`src/rtl/usr_pkg.sv`:
```
// Shared definitions for the USR command sequencer: opcodes (identical to the
// USR {S1,S0} mode encoding) and the sequencer state encoding.
package usr_pkg;

    localparam logic [1:0] OP_HOLD = 2'b00;
    localparam logic [1:0] OP_SHR  = 2'b01;
    localparam logic [1:0] OP_SHL  = 2'b10;
    localparam logic [1:0] OP_LOAD = 2'b11;

    typedef enum logic [1:0] {
        ST_IDLE = 2'b00,
        ST_RUN  = 2'b01,
        ST_DONE = 2'b10
    } state_t;

endpackage

```
`src/rtl/usr_cmd_sequencer_if.sv`:
```
// Command/response bundle between the two requesters and the sequencer.
// Per-requester fields are packed arrays indexed by requester id.
interface usr_cmd_sequencer_if #(
    parameter int CNT_W = 4
) ();

    logic [1:0]            req_valid;
    logic [1:0]            req_ready;
    logic [1:0][1:0]       req_op;
    logic [1:0][3:0]       req_data;
    logic [1:0]            req_fill;
    logic [1:0][CNT_W-1:0] req_cnt;
    logic                  rsp_valid;
    logic                  rsp_id;
    logic [3:0]            rsp_q;

    modport master (
        output req_valid, req_op, req_data, req_fill, req_cnt,
        input  req_ready, rsp_valid, rsp_id, rsp_q
    );

    modport slave (
        input  req_valid, req_op, req_data, req_fill, req_cnt,
        output req_ready, rsp_valid, rsp_id, rsp_q
    );

endinterface

```
`src/rtl/usr_cmd_sequencer_rr_arb2.sv`:
```
// Two-input round-robin arbiter; last_q remembers the most recent winner and
// resets to 1 so requester 0 takes the first tie.
module rr_arb2 (
    input  logic       clk,
    input  logic       rst_n,
    input  logic [1:0] valid,
    input  logic       advance,
    output logic [1:0] grant
);

    logic last_q;
    logic last_d;

    always_comb begin
        grant = 2'b00;
        case (valid)
            2'b01:   grant = 2'b01;
            2'b10:   grant = 2'b10;
            2'b11:   grant = last_q ? 2'b01 : 2'b10;
            default: grant = 2'b00;
        endcase
    end

    // Priority only rotates once a grant is actually taken.
    always_comb begin
        last_d = last_q;
        if (advance) begin
            last_d = grant[1];
        end
    end

    always_ff @(posedge clk) begin
        if (!rst_n) begin
            last_q <= 1'b1;
        end else begin
            last_q <= last_d;
        end
    end

endmodule

```
`src/rtl/usr_cmd_sequencer.sv`:
```
// Sequences commands from two requesters onto a 4-bit universal shift register
// and returns the register contents to the requester once the command finishes.
module usr_cmd_sequencer
    import usr_pkg::*;
#(
    parameter int CNT_W = 4
) (
    input  logic                 clk,
    input  logic                 rst_n,
    usr_cmd_sequencer_if.slave   cmd,
    output logic                 usr_ena,
    output logic [1:0]           usr_s,
    output logic                 usr_sl,
    output logic                 usr_sr,
    output logic [3:0]           usr_d,
    input  logic [3:0]           usr_q,
    output logic                 busy
);

    state_t           state_q, state_d;
    logic [CNT_W-1:0] cnt_q, cnt_d;
    logic [1:0]       op_q, op_d;
    logic [3:0]       data_q, data_d;
    logic             fill_q, fill_d;
    logic             id_q, id_d;

    logic [1:0]       grant;
    logic             take;
    logic             sel;
    logic             in_run;
    logic             in_done;

    rr_arb2 u_arb (
        .clk     (clk),
        .rst_n   (rst_n),
        .valid   (cmd.req_valid),
        .advance (take),
        .grant   (grant)
    );

    // Gating with rst_n keeps a handshake from being seen during a reset cycle.
    assign cmd.req_ready = (state_q == ST_IDLE && rst_n) ? grant : 2'b00;
    assign take          = |(cmd.req_valid & cmd.req_ready);
    assign sel           = grant[1];

    always_comb begin
        state_d = state_q;
        cnt_d   = cnt_q;
        op_d    = op_q;
        data_d  = data_q;
        fill_d  = fill_q;
        id_d    = id_q;
        case (state_q)
            ST_IDLE: begin
                if (take) begin
                    op_d   = cmd.req_op[sel];
                    data_d = cmd.req_data[sel];
                    fill_d = cmd.req_fill[sel];
                    id_d   = sel;
                    cnt_d  = (cmd.req_op[sel] == OP_LOAD) ? CNT_W'(1) : cmd.req_cnt[sel];
                    state_d = (cnt_d != '0) ? ST_RUN : ST_DONE;
                end
            end
            ST_RUN: begin
                cnt_d = cnt_q - CNT_W'(1);
                if (cnt_q == CNT_W'(1)) begin
                    state_d = ST_DONE;
                end
            end
            ST_DONE: begin
                state_d = ST_IDLE;
            end
            default: begin
                state_d = ST_IDLE;
            end
        endcase
    end

    always_ff @(posedge clk) begin
        if (!rst_n) begin
            state_q <= ST_IDLE;
            cnt_q   <= '0;
            op_q    <= OP_HOLD;
            data_q  <= 4'b0000;
            fill_q  <= 1'b0;
            id_q    <= 1'b0;
        end else begin
            state_q <= state_d;
            cnt_q   <= cnt_d;
            op_q    <= op_d;
            data_q  <= data_d;
            fill_q  <= fill_d;
            id_q    <= id_d;
        end
    end

    assign in_run  = (state_q == ST_RUN);
    assign in_done = (state_q == ST_DONE);

    // The latched opcode is already the USR mode encoding, so it passes straight through.
    assign usr_ena = in_run;
    assign usr_s   = in_run ? op_q : OP_HOLD;
    assign usr_sr  = in_run && (op_q == OP_SHR) && fill_q;
    assign usr_sl  = in_run && (op_q == OP_SHL) && fill_q;
    assign usr_d   = (in_run && op_q == OP_LOAD) ? data_q : 4'b0000;

    assign cmd.rsp_valid = in_done;
    assign cmd.rsp_id    = in_done & id_q;
    assign cmd.rsp_q     = in_done ? usr_q : 4'b0000;
    assign busy          = (state_q != ST_IDLE);

endmodule

```
`src/flat_wrapper.sv`:
```
// flat-port wrapper written by rule: the top's interface ports become plain ports
module usr_cmd_sequencer_flat import usr_pkg::*;
#(
    parameter int CNT_W = 4
)
  (clk, rst_n, usr_ena, usr_s, usr_sl, usr_sr, usr_d, usr_q, busy, cmd_req_valid, cmd_req_op, cmd_req_data, cmd_req_fill, cmd_req_cnt, cmd_req_ready, cmd_rsp_valid, cmd_rsp_id, cmd_rsp_q);
  usr_cmd_sequencer_if #(.CNT_W(CNT_W)) cmd_i ();
  input  logic clk;
  input  logic rst_n;
  output logic usr_ena;
  output logic [1:0] usr_s;
  output logic usr_sl;
  output logic usr_sr;
  output logic [3:0] usr_d;
  input  logic [3:0] usr_q;
  output logic busy;
  input wire logic [$bits(cmd_i.req_valid)-1:0] cmd_req_valid;
  input wire logic [$bits(cmd_i.req_op)-1:0] cmd_req_op;
  input wire logic [$bits(cmd_i.req_data)-1:0] cmd_req_data;
  input wire logic [$bits(cmd_i.req_fill)-1:0] cmd_req_fill;
  input wire logic [$bits(cmd_i.req_cnt)-1:0] cmd_req_cnt;
  output wire logic [$bits(cmd_i.req_ready)-1:0] cmd_req_ready;
  output wire logic [$bits(cmd_i.rsp_valid)-1:0] cmd_rsp_valid;
  output wire logic [$bits(cmd_i.rsp_id)-1:0] cmd_rsp_id;
  output wire logic [$bits(cmd_i.rsp_q)-1:0] cmd_rsp_q;
  assign cmd_i.req_valid = cmd_req_valid;
  assign cmd_i.req_op = cmd_req_op;
  assign cmd_i.req_data = cmd_req_data;
  assign cmd_i.req_fill = cmd_req_fill;
  assign cmd_i.req_cnt = cmd_req_cnt;
  assign cmd_req_ready = cmd_i.req_ready;
  assign cmd_rsp_valid = cmd_i.rsp_valid;
  assign cmd_rsp_id = cmd_i.rsp_id;
  assign cmd_rsp_q = cmd_i.rsp_q;
  usr_cmd_sequencer #(.CNT_W(CNT_W)) u_core (.clk(clk), .rst_n(rst_n), .cmd(cmd_i), .usr_ena(usr_ena), .usr_s(usr_s), .usr_sl(usr_sl), .usr_sr(usr_sr), .usr_d(usr_d), .usr_q(usr_q), .busy(busy));
endmodule
```
`config.mk`:
```
export PLATFORM = sky130hd
export DESIGN_NAME = usr_cmd_sequencer_flat
export DESIGN_NICKNAME = d
export VERILOG_FILES = /design/src/rtl/usr_pkg.sv /design/src/rtl/usr_cmd_sequencer_if.sv /design/src/rtl/usr_cmd_sequencer_rr_arb2.sv /design/src/rtl/usr_cmd_sequencer.sv /design/src/flat_wrapper.sv
export SDC_FILE = /design/constraint.sdc
export NUM_CORES = 1
export LEC_CHECK = 0
export CORE_ASPECT_RATIO = 1.2
export CORE_MARGIN = 3
export CORE_UTILIZATION = 35
export CTS_CLUSTER_DIAMETER = 50
export DETAILED_ROUTE_END_ITERATION = 10
export PLACE_DENSITY_LB_ADDON = 0.12
export SETUP_SLACK_MARGIN = 0.02
export SLEW_MARGIN = 20
export SYNTH_ARGS = -nofsm -noshare
export SYNTH_HDL_FRONTEND = slang
export SYNTH_SLANG_ARGS = --single-unit
```
`constraint.sdc`:
```
create_clock -name clk -period 3.2 [get_ports clk]
set_input_delay 0.64 -clock clk [delete_from_list [all_inputs] [get_ports clk]]
set_output_delay 0.64 -clock clk [all_outputs]
set_load 0.005 [all_outputs]
```
Word level (Yosys, flattened, before mapping)
Cells that the tools add are included.
Storage, ports and cells
  bits in registers: 15
  output and inout port bits: 18
  logic and storage cells: 58
Operators by class
  add/subtract/negate cells: 1
  order comparisons: 1
  equality and inequality tests: 12
  muxes and demuxes: 21
  bitwise logic cells: 2
  reduce and logical (&&, ||, !) cells: 14
Operators by type and width (number)
  $mux 4: 8
  $mux 2: 8
  $eq 2x2->1 const B: 6
  $pmux 4 s2: 1
  $eq 2x1->1 const B: 3
  $logic_and 1x1->1: 6
  $pmux 2 s3: 1
  $reduce_and 2->1: 3
  $eq 4x1->1 const B: 1
  $pmux 2 s2: 1
  $reduce_bool 2->1: 2
  $reduce_bool 4->1: 1
  $sub 4x1->4 const B: 1
  $and 2x2->2: 1
  $logic_not 2->1: 1
  $lt 1x2->1 const B: 1
  $mux 1: 2
  $ne 2x1->1 const B: 1
  $ne 2x2->1 const B: 1
  $reduce_or 2->1: 1
  $and 1x1->1: 1

Depth between registers and ports, before layout
Gate-level depths: netlist of run 1.
  depth after elaboration: 10
  gate-level depth with buffers: 5
  mapped depth without buffers: 5

Cells and area by module
From an unflattened synthesis of run 1, not the netlist that was laid out.
Second synthesis, totals
  cell total of the unflattened synthesis: 119
  area total of the unflattened synthesis: 999.7 sq um
Modules (own cells, without submodules)
  usr_cmd_sequencer: times used 1, cells an instance 112, area an instance 942.2 sq um, seq. area each 280.3 sq um
  rr_arb2: times used 1, cells an instance 7, area an instance 57.6 sq um, seq. area each 20.0 sq um

Least setup slack after synthesis of run 1
Ideal clock, no wire load.
  kind: in2out
  start point: in cmd_req_valid[0]
  end point: out cmd_req_ready[1]
  arrival: 1.328 ns
  required time: 2.560 ns
  path slack: 1.232 ns
  cell stages on the path: 3
  cell sequence: o211ai_1 > clkbuf_1 > a21oi_1
On the way
  cells in the longest elaborated chain, start to end: 3
  elaborated cells on any way between the ends: 5
Ends and longest elaborated chain
  from (decl): RTL line flat_wrapper.sv:17  | input wire logic [$bits(cmd_i.req_valid)-1:0] cmd_req_valid;
  $eq 2x2->1 or $eq 2x1->1 (tied branches): RTL line usr_cmd_sequencer_rr_arb2.sv:16  | case (valid)
  $pmux 2 s3 *: RTL line usr_cmd_sequencer_rr_arb2.sv:16
  $mux 2 *: RTL line usr_cmd_sequencer.sv:42  | assign cmd.req_ready = (state_q == ST_IDLE && rst_n) ? grant : 2'b00;
  to (decl): RTL line flat_wrapper.sv:22  | output wire logic [$bits(cmd_i.req_ready)-1:0] cmd_req_ready;
Mark *: on every way between the ends. The rest lies on a longest branch, timed or not.

Worst setup path after layout of run 1
  start point: in cmd_req_valid[1]
  end point: out cmd_req_ready[1]
The elaborated chain is that of the path after synthesis.

==> results.sh, run 1 <==
export IMPL_outcome="completed"
export IMPL_tightest_slew_ns=0.447
export IMPL_final_core_util_pct=60.1
export IMPL_drt_iter0_drc=7
export IMPL_max_cap_violations=0
export IMPL_synth_edf_count=0
export IMPL_clk_pin_slew_worst_paths_ns=0.10
export IMPL_fp_coreArea_um2=2420
export IMPL_maxSlewHeadroom_pct=70.2
export IMPL_placement_io_buffers=47
export IMPL_filler_cell_count=241
export IMPL_hold_viol=0
export IMPL_clock_sinks=15
export IMPL_synthMostInstantiatedCell="dfxtp_1"
export IMPL_grt_first_pass_wirelength_um=4320
export IMPL_worst_ep_required_time_ns=2.56
export IMPL_ir_worst_vdd_uv=294
export IMPL_timing_critical_path_from_type="input pin"
export IMPL_synth_cell_area_um2=940
export IMPL_synth_top_cell_by_area="dfxtp_1"
export IMPL_ctsHtreeMaxLevel=1
export IMPL_ys_seq_area_share_pct=32.0
export IMPL_route_final_wire_length_um=2570
export IMPL_initial_utilization_pct=38.8
export IMPL_min_path_type="reg2reg"
export IMPL_rsz0062_at_grt="false"
export IMPL_routabilityCongestion=0.737
export IMPL_drive_above_1_share_pct=7.55
export IMPL_route_detailed_wl_per_inst_um=13.5
export IMPL_antenna_cells=0
export IMPL_viasPerCell=5.26
export IMPL_synth_area_leaders="dfxtp_1 (32%), mux2i_1 (7.5%), nand3_1 (7.5%)"
export IMPL_finalSetupViolCount=0
export IMPL_synth_common_cells="dfxtp_1 (15), nand3_1 (14), and2_1 (11), o21ai_0 (8)"
export IMPL_antenna_violating_nets_post_route=0
export IMPL_post_dp_cell_area_um2=1430
export IMPL_synthesis_yosys_warnings=0
export IMPL_nNetsFinal=192
export IMPL_postSynthCellCount=111
export IMPL_dp_slack_ns=0.477
export IMPL_setup_ws_ns=0.496
export IMPL_fp_dieW_um=53.3
export IMPL_cts_hold_buffers_added=0
export IMPL_grt_start_max_net_pins=25
export IMPL_maxClockFrequency_mhz=370
export IMPL_synth_avg_cell_area_um2=8.47
export IMPL_ys_seq_elements=15
export IMPL_overflow=0
export IMPL_drtPass1Iterations=4
export IMPL_area_growth_synth_to_final_pct=55.0
export IMPL_period_minus_slack_ns=2.70
export IMPL_cts_buffers=3
export IMPL_worst_setup_path_end_kind="output port"
export IMPL_chipHeight_um=62.8
export IMPL_cp_data_arrival_time_ns=2.06
export IMPL_clock_root_buffer="clkbuf_4"
export IMPL_post_route_drc_count=0
export IMPL_tritoncts_clock_tree="yes"
export IMPL_cts_resized=0
export IMPL_final_period_utilization_pct=84.5
export IMPL_first_global_vias=1035
export IMPL_design_area_um2=1460
export IMPL_final_setup_skew_ns=0.00780
export IMPL_ioPinCount=48
export IMPL_post_cts_buffers=0
export IMPL_finalMaxSlewViolations=0
export IMPL_die_area_um2=3350
export IMPL_ys_types=36
export IMPL_async_reset_ff_share_pct=0
export IMPL_cts_path_max_buffers=2
export IMPL_crit_path_max_fanout=4
export IMPL_initial_antenna_violation_count=0
export IMPL_num_rows=19
export IMPL_grt_total_usage_pct=16.5
export IMPL_clkLatencyLatePin_ns=0.29
export IMPL_vias=1000
export IMPL_p_leak_nw=0.594
export IMPL_hpwlAfterDp_um=2040
export IMPL_p_per_area_nw_per_um2=419
export IMPL_setup_total_negative_slack_ns=0
export IMPL_yosysTopAreaCellShare_pct=32.0
export IMPL_critical_path_class="in2out"
export IMPL_synth_nets=143
export IMPL_synth_top_flop_cell="dfxtp_1"
-- state kept, by name (all words and copies together), names as in the netlist --
register	count
u_core.u_arb.last_q	1
u_core.state_q	2
u_core.cnt_q	4
u_core.op_q	2
u_core.id_q	1
u_core.data_q	4
u_core.fill_q	1
-- area by class of cell --
class	instances	area, um2	area share [%]
clock inverters	1	5.00	0.344
clock buffers	3	22.5	1.55
repair buffers	49	485	33.3
flip-flops and latches	15	300	20.6
well taps	31	38.8	2.66
inverters	4	16.3	1.12
multi-input cells	87	588	40.4
-- worst max-delay path, cell delays in order --
cell and delay [ns]:
clkdlybuf4s50_1 0.50, or2b_1 0.27, a21oi_1 0.15, clkdlybuf4s50_1 0.51
-- report_power, final --
part           switching (W)  internal [W]  leakage, nW
logic               0.000109      0.000137        0.452
registers          0.0000278      0.000225        0.124
clock network      0.0000646     0.0000465       0.0177
total               0.000202      0.000408        0.594
-- placed cells by master, fill, tap and decap left out, drive strengths merged, types with 3 or more instances in the layout --
| cell type | instances |
|---|---|
| and3 | 4 |
| mux2i | 7 |
| inv | 3 |
| o21ai | 9 |
| nor3b | 3 |
| a21oi | 3 |
| nor3 | 3 |
| dfxtp | 15 |
| clkbuf | 3 |
| nand2 | 7 |
| clkdlybuf4s50 | 47 |
| nand3 | 14 |
| and2 | 11 |
-- worst paths after layout --
kind	startpoint	endpoint	slack (ns)	depth (start not counted)
worst min-delay path	u_core.data_q[0]	u_core.data_q[0]	0.48	2
worst max-delay path	cmd_req_valid[1]	cmd_req_ready[1]	0.50	4
worst min register to register	u_core.data_q[0]	u_core.data_q[0]	0.48	2
worst max register to register	u_core.u_arb.last_q	u_core.cnt_q[0]	1.65	4
-- stage by stage --
step                      cells  power [W]  hold WS, ns
final                       190   0.000610        0.477
after global routing        190   0.000654        0.524
after CTS                   190   0.000614        0.480
after detailed placement    186   0.000505        0.457
after global placement      186   0.000500        0.449
after floorplan             111   0.000400        0.435
-- per-layer routing --
layer / up-vias / GRT usage, % / routed length [um]
met5: - / 0 / 0
met1: 458 / 17.3 / 987
met4: 0 / 6.71 / 41
met3: 4 / 3.34 / 165
li1: 502 / - / -
met2: 36 / 30.2 / 1370
-- cell families after synthesis --
group | synth area share, %
simple gates | 32.1
compound gates | 20.4
flops | 32.0
buf+inv | 5.46
mux | 7.46
fa+ha+maj | 2.66
Note: power is estimated with default switching activity, not from simulation.
==> inputs of run 2 (changes only) <==
==> constraint.sdc (replaced) <==
create_clock -name clk -period 2.8 [get_ports clk]
set_input_delay 0.56 -clock clk [delete_from_list [all_inputs] [get_ports clk]]
set_output_delay 0.56 -clock clk [all_outputs]
set_load 0.005 [all_outputs]
==> results.sh, run 2 (synthesis results as in run 1) <==
export IMPL_outcome="completed"
export IMPL_hpwlAfterDp_um=2120
export IMPL_area_growth_synth_to_final_pct=56.5
export IMPL_tritoncts_clock_tree="yes"
export IMPL_initial_antenna_violation_count=0
export IMPL_period_minus_slack_ns=2.59
export IMPL_setup_total_negative_slack_ns=0
export IMPL_antenna_violating_nets_post_route=0
export IMPL_final_core_util_pct=60.6
export IMPL_finalSetupViolCount=0
export IMPL_critical_path_class="in2out"
export IMPL_viasPerCell=5.25
export IMPL_grt_total_usage_pct=17.2
export IMPL_area_of_the_multi_input_gates_um2=588
export IMPL_overflow=0
export IMPL_route_detailed_wl_per_inst_um=14.2
export IMPL_min_path_type="reg2reg"
export IMPL_cts_path_max_buffers=2
export IMPL_crit_path_max_fanout=4
export IMPL_grt_first_pass_wirelength_um=4400
export IMPL_p_per_area_nw_per_um2=485
export IMPL_ctsHtreeMaxLevel=1
export IMPL_worst_ep_required_time_ns=2.24
export IMPL_ioPinCount=48
export IMPL_routabilityCongestion=0.751
export IMPL_max_cap_violations=0
export IMPL_cts_resized=0
export IMPL_final_setup_skew_ns=0.0110
export IMPL_cp_data_arrival_time_ns=2.03
export IMPL_timing_critical_path_from_type="input pin"
export IMPL_grt_start_max_net_pins=25
export IMPL_filler_cell_count=229
export IMPL_worst_setup_path_end_kind="output port"
export IMPL_p_leak_nw=0.600
export IMPL_dp_cells=188
export IMPL_finalMaxSlewViolations=0
export IMPL_first_global_vias=1006
export IMPL_vias=1008
export IMPL_drt_iter0_drc=16
export IMPL_rsz0062_at_grt="false"
export IMPL_top_regs="u_core.cnt_q: 4 flops, u_core.data_q: 4 flops"
export IMPL_top_layer_used="met4"
export IMPL_wl_met3_um=171
export IMPL_power_total_w=0.000713
export IMPL_clock_sinks=15
export IMPL_hold_viol=0
export IMPL_clkLatencyLatePin_ns=0.30
export IMPL_initial_utilization_pct=38.8
export IMPL_fp_dieW_um=53.3
export IMPL_clock_root_buffer="clkbuf_4"
export IMPL_storage_element_area_um2=300
export IMPL_route_final_wire_length_um=2730
export IMPL_maxClockFrequency_mhz=386
export IMPL_met2RoutedLength_um=1420
export IMPL_final_cells=192
export IMPL_cts_buffers=3
export IMPL_fp_coreArea_um2=2420
export IMPL_placement_io_buffers=47
export IMPL_maxSlewHeadroom_pct=71.9
export IMPL_ir_worst_vdd_uv=348
export IMPL_final_period_utilization_pct=92.4
export IMPL_detail_route_wirelength_met1_um=1090
export IMPL_drtPass1Iterations=4
export IMPL_die_area_um2=3350
export IMPL_antenna_cells=0
export IMPL_post_cts_buffers=0
export IMPL_cts_hold_buffers_added=0
export IMPL_chipHeight_um=62.8
export IMPL_tightest_slew_ns=0.420
export IMPL_final_cell_mix="clkdlybuf4s50_1 (47), dfxtp_1 (15), nand3_1 (14)"
export IMPL_most_common_cell_after_layout_fill_and_taps_aside="clkdlybuf4s50_1"
export IMPL_num_rows=19
export IMPL_post_dp_cell_area_um2=1440
export IMPL_drive_above_1_share_pct=8.07
export IMPL_design_area_um2=1470
export IMPL_clk_pin_slew_worst_paths_ns=0.09
export IMPL_post_route_drc_count=0
export IMPL_nNetsFinal=194
-- run 2: changes by cell type in the layout (fill, tap and decap cells not counted), sizes merged --
| cell | previous run | this run |
|---|---|---|
| buf | 2 | 4 |
| clkinv | 2 | 1 |
| clkbuf | 3 | 4 |
-- run 2: metrics by stage --
step | hold slack, ns | worst slack [ns]
floorplan | 0.435 | 0.992
global route | 0.498 | 0.117
detailed placement | 0.465 | 0.224
finish | 0.479 | 0.212
global placement | 0.449 | 0.274
CTS | 0.485 | 0.211
-- run 2: path summary, 6_finish.rpt --
check / start / to / slack [ns] / cells after the start
min reg2reg: u_core.data_q[2] / u_core.data_q[2] / 0.48 / 2
min: u_core.data_q[2] / u_core.data_q[2] / 0.48 / 2
max: cmd_req_valid[1] / cmd_req_ready[0] / 0.21 / 4
max reg2reg: u_core.state_q[0] / u_core.cnt_q[3] / 1.25 / 5
-- run 2: cell type report --
| type | count | share of cell area [%] |
|---|---|---|
| Clock buffer | 4 | 1.79 |
| Multi-Input combinational cell | 87 | 40.0 |
| Inverter | 4 | 1.11 |
| Timing Repair Buffer | 51 | 34.0 |
| Sequential cell | 15 | 20.4 |
| Tap cell | 31 | 2.64 |
-- run 2: power by group --
part	leakage (nW)	internal [W]	switching (W)
clock network	0.0150	0.0000554	0.0000801
registers	0.124	0.000257	0.0000343
logic	0.461	0.000158	0.000128
-- run 2: critical path: stages --
cell,delay [ns]
clkdlybuf4s50_1,0.51
or2b_1,0.28
and4_1,0.23
clkdlybuf4s50_1,0.44
-- run 2: layer usage --
metal | GRT usage [%] | vias to the layer above
met3 | 4.06 | 6
met5 | 0 | -
li1 | - | 503
met2 | 30.8 | 34
met4 | 6.71 | 0
met1 | 18.5 | 465
==> inputs of run 3 (changes only) <==
--- a/config.mk
+++ b/config.mk
@@ -10,9 +10,10 @@
 export CORE_UTILIZATION = 35
 export CTS_CLUSTER_DIAMETER = 50
 export DETAILED_ROUTE_END_ITERATION = 10
-export PLACE_DENSITY_LB_ADDON = 0.12
+export DONT_BUFFER_PORTS = 1
 export SETUP_SLACK_MARGIN = 0.02
 export SLEW_MARGIN = 20
 export SYNTH_ARGS = -nofsm -noshare
 export SYNTH_HDL_FRONTEND = slang
 export SYNTH_SLANG_ARGS = --single-unit
+export TNS_END_PERCENT = 20
==> results.sh, run 3 (synthesis results as in run 1) <==
export IMPL_outcome="completed"
export IMPL_final_cell_mix="dfxtp_1 (15), nand3_1 (14), and2_1 (11)"
export IMPL_critical_path_class="reg2out"
export IMPL_finalMaxSlewViolations=0
export IMPL_crit_path_max_fanout=9
export IMPL_route_final_wire_length_um=2170
export IMPL_grt_start_max_net_pins=25
export IMPL_setup_ws_ns=0.752
export IMPL_ioPinCount=48
export IMPL_overflow=0
export IMPL_first_global_vias=870
export IMPL_clkLatencyLatePin_ns=0.29
export IMPL_pwr_share_seq_pct=47.1
export IMPL_power_internal_w=0.000400
export IMPL_routabilityCongestion=0.726
export IMPL_post_route_drc_count=0
export IMPL_worst_setup_path_end_kind="output port"
export IMPL_p_per_area_nw_per_um2=628
export IMPL_initial_antenna_violation_count=0
export IMPL_tritoncts_clock_tree="yes"
export IMPL_chipHeight_um=62.8
export IMPL_cts_buffers=3
export IMPL_final_setup_skew_ns=0.00389
export IMPL_max_cap_violations=0
export IMPL_power_total_w=0.000614
export IMPL_clock_root_buffer="clkbuf_4"
export IMPL_period_minus_slack_ns=2.05
export IMPL_cp_data_arrival_time_ns=1.49
export IMPL_cts_path_max_buffers=2
export IMPL_placement_io_buffers=0
export IMPL_maxClockFrequency_mhz=488
export IMPL_sw_frac_of_total_pct=34.9
export IMPL_hpwlAfterDp_um=1710
export IMPL_worst_r2r_cell_count=5
export IMPL_final_period_utilization_pct=73.1
export IMPL_clk_pin_slew_worst_paths_ns=0.10
export IMPL_top_regs="u_core.cnt_q: 4 flops, u_core.data_q: 4 flops"
export IMPL_clock_power_share_pct=20.9
export IMPL_combinationalPowerShare_pct=32.0
export IMPL_finalSetupViolCount=0
export IMPL_holdPathStages=1
export IMPL_viasPerCell=5.83
export IMPL_p_leak_nw=0.413
export IMPL_grt_total_usage_pct=14.5
export IMPL_die_area_um2=3350
export IMPL_antenna_cells=0
export IMPL_min_path_type="in2reg"
export IMPL_nNetsFinal=144
export IMPL_dp_cells=138
export IMPL_initial_utilization_pct=38.8
export IMPL_hold_viol=0
export IMPL_maxSlewHeadroom_pct=72.0
export IMPL_cts_resized=0
export IMPL_fp_dieW_um=53.3
export IMPL_most_common_cell_after_layout_fill_and_taps_aside="dfxtp_1"
export IMPL_drive_above_1_share_pct=9.91
export IMPL_ctsHtreeMaxLevel=1
export IMPL_rsz0062_at_grt="false"
export IMPL_tightest_slew_ns=0.420
export IMPL_fp_coreArea_um2=2420
export IMPL_filler_cell_count=271
export IMPL_area_growth_synth_to_final_pct=4.13
export IMPL_setup_total_negative_slack_ns=0
export IMPL_grt_first_pass_wirelength_um=3680
export IMPL_drtPass1Iterations=4
export IMPL_route_detailed_wl_per_inst_um=15.2
export IMPL_clock_sinks=15
export IMPL_vias=828
export IMPL_drt_iter0_drc=27
export IMPL_total_switching_power_w=0.000214
export IMPL_cts_hold_buffers_added=0
export IMPL_dp_slack_ns=1.05
export IMPL_timing_critical_path_from_type="flop"
export IMPL_post_cts_buffers=0
export IMPL_ir_worst_vdd_uv=402
export IMPL_antenna_violating_nets_post_route=0
export IMPL_final_cells=142
export IMPL_num_rows=19
export IMPL_worst_ep_required_time_ns=2.24
export IMPL_hold_slack_ns=0.352
## run 3: cell types whose count changed in the layout (fill, tap and decap cells not counted)
cell             change
buf_4                -3
clkbuf_1             -1
clkdlybuf4s50_1     -47
clkinv_2             +1
## run 3: critical path, stage by stage (launching register included)
cell and delay (ns):
dfxtp_1 0.37, or2b_4 0.32, clkinv_2 0.12, and3_1 0.22, and2_1 0.17
## run 3: cell type report
class | instances | area (um2) | share of cell area, %
Multi-Input combinational cell | 87 | 588 | 60.1
Sequential cell | 15 | 300 | 30.7
Tap cell | 31 | 38.8 | 3.96
Clock buffer | 3 | 22.5 | 2.30
Inverter | 4 | 16.3 | 1.66
Timing Repair Buffer | 1 | 7.51 | 0.767
Clock inverter | 1 | 5.00 | 0.512
## run 3: metrics by stage
| step | util (%) | instance area (um2) |
|---|---|---|
| after floorplan | - | 940 |
| after CTS | 40.4 | 978 |
| final | 40.4 | 978 |
| after detailed placement | 39.2 | 951 |
| after global placement | 39.2 | 951 |
| after global routing | 40.4 | 978 |
## run 3: final timing paths
path / from / to / slack [ns]
worst min-delay path: rst_n / u_core.u_arb.last_q / 0.35
worst min register to register: u_core.data_q[2] / u_core.data_q[2] / 0.47
worst max register to register: u_core.state_q[0] / u_core.cnt_q[3] / 1.26
worst max-delay path: u_core.state_q[0] / usr_d[2] / 0.75
## run 3: power by group through the flow
stage / clock network (W) / logic [W] / registers, W
3_5_place_dp: 0 / 0.000198 / 0.000294
4_1_cts: 0.000136 / 0.000199 / 0.000290
2_1_floorplan: 0 / 0.000173 / 0.000285
6_report: 0.000129 / 0.000197 / 0.000289
3_3_place_gp: 0 / 0.000193 / 0.000292
5_1_grt: 0.000146 / 0.000225 / 0.000297
## run 3: routing by layer
layer | global-route usage, % | routed length (um) | share of wire, %
met3 | 3.10 | 170 | 7.9
met1 | 16.6 | 859 | 40
met5 | 0 | 0 | 0
met2 | 23.9 | 1090 | 50
met4 | 7.99 | 46 | 2.1
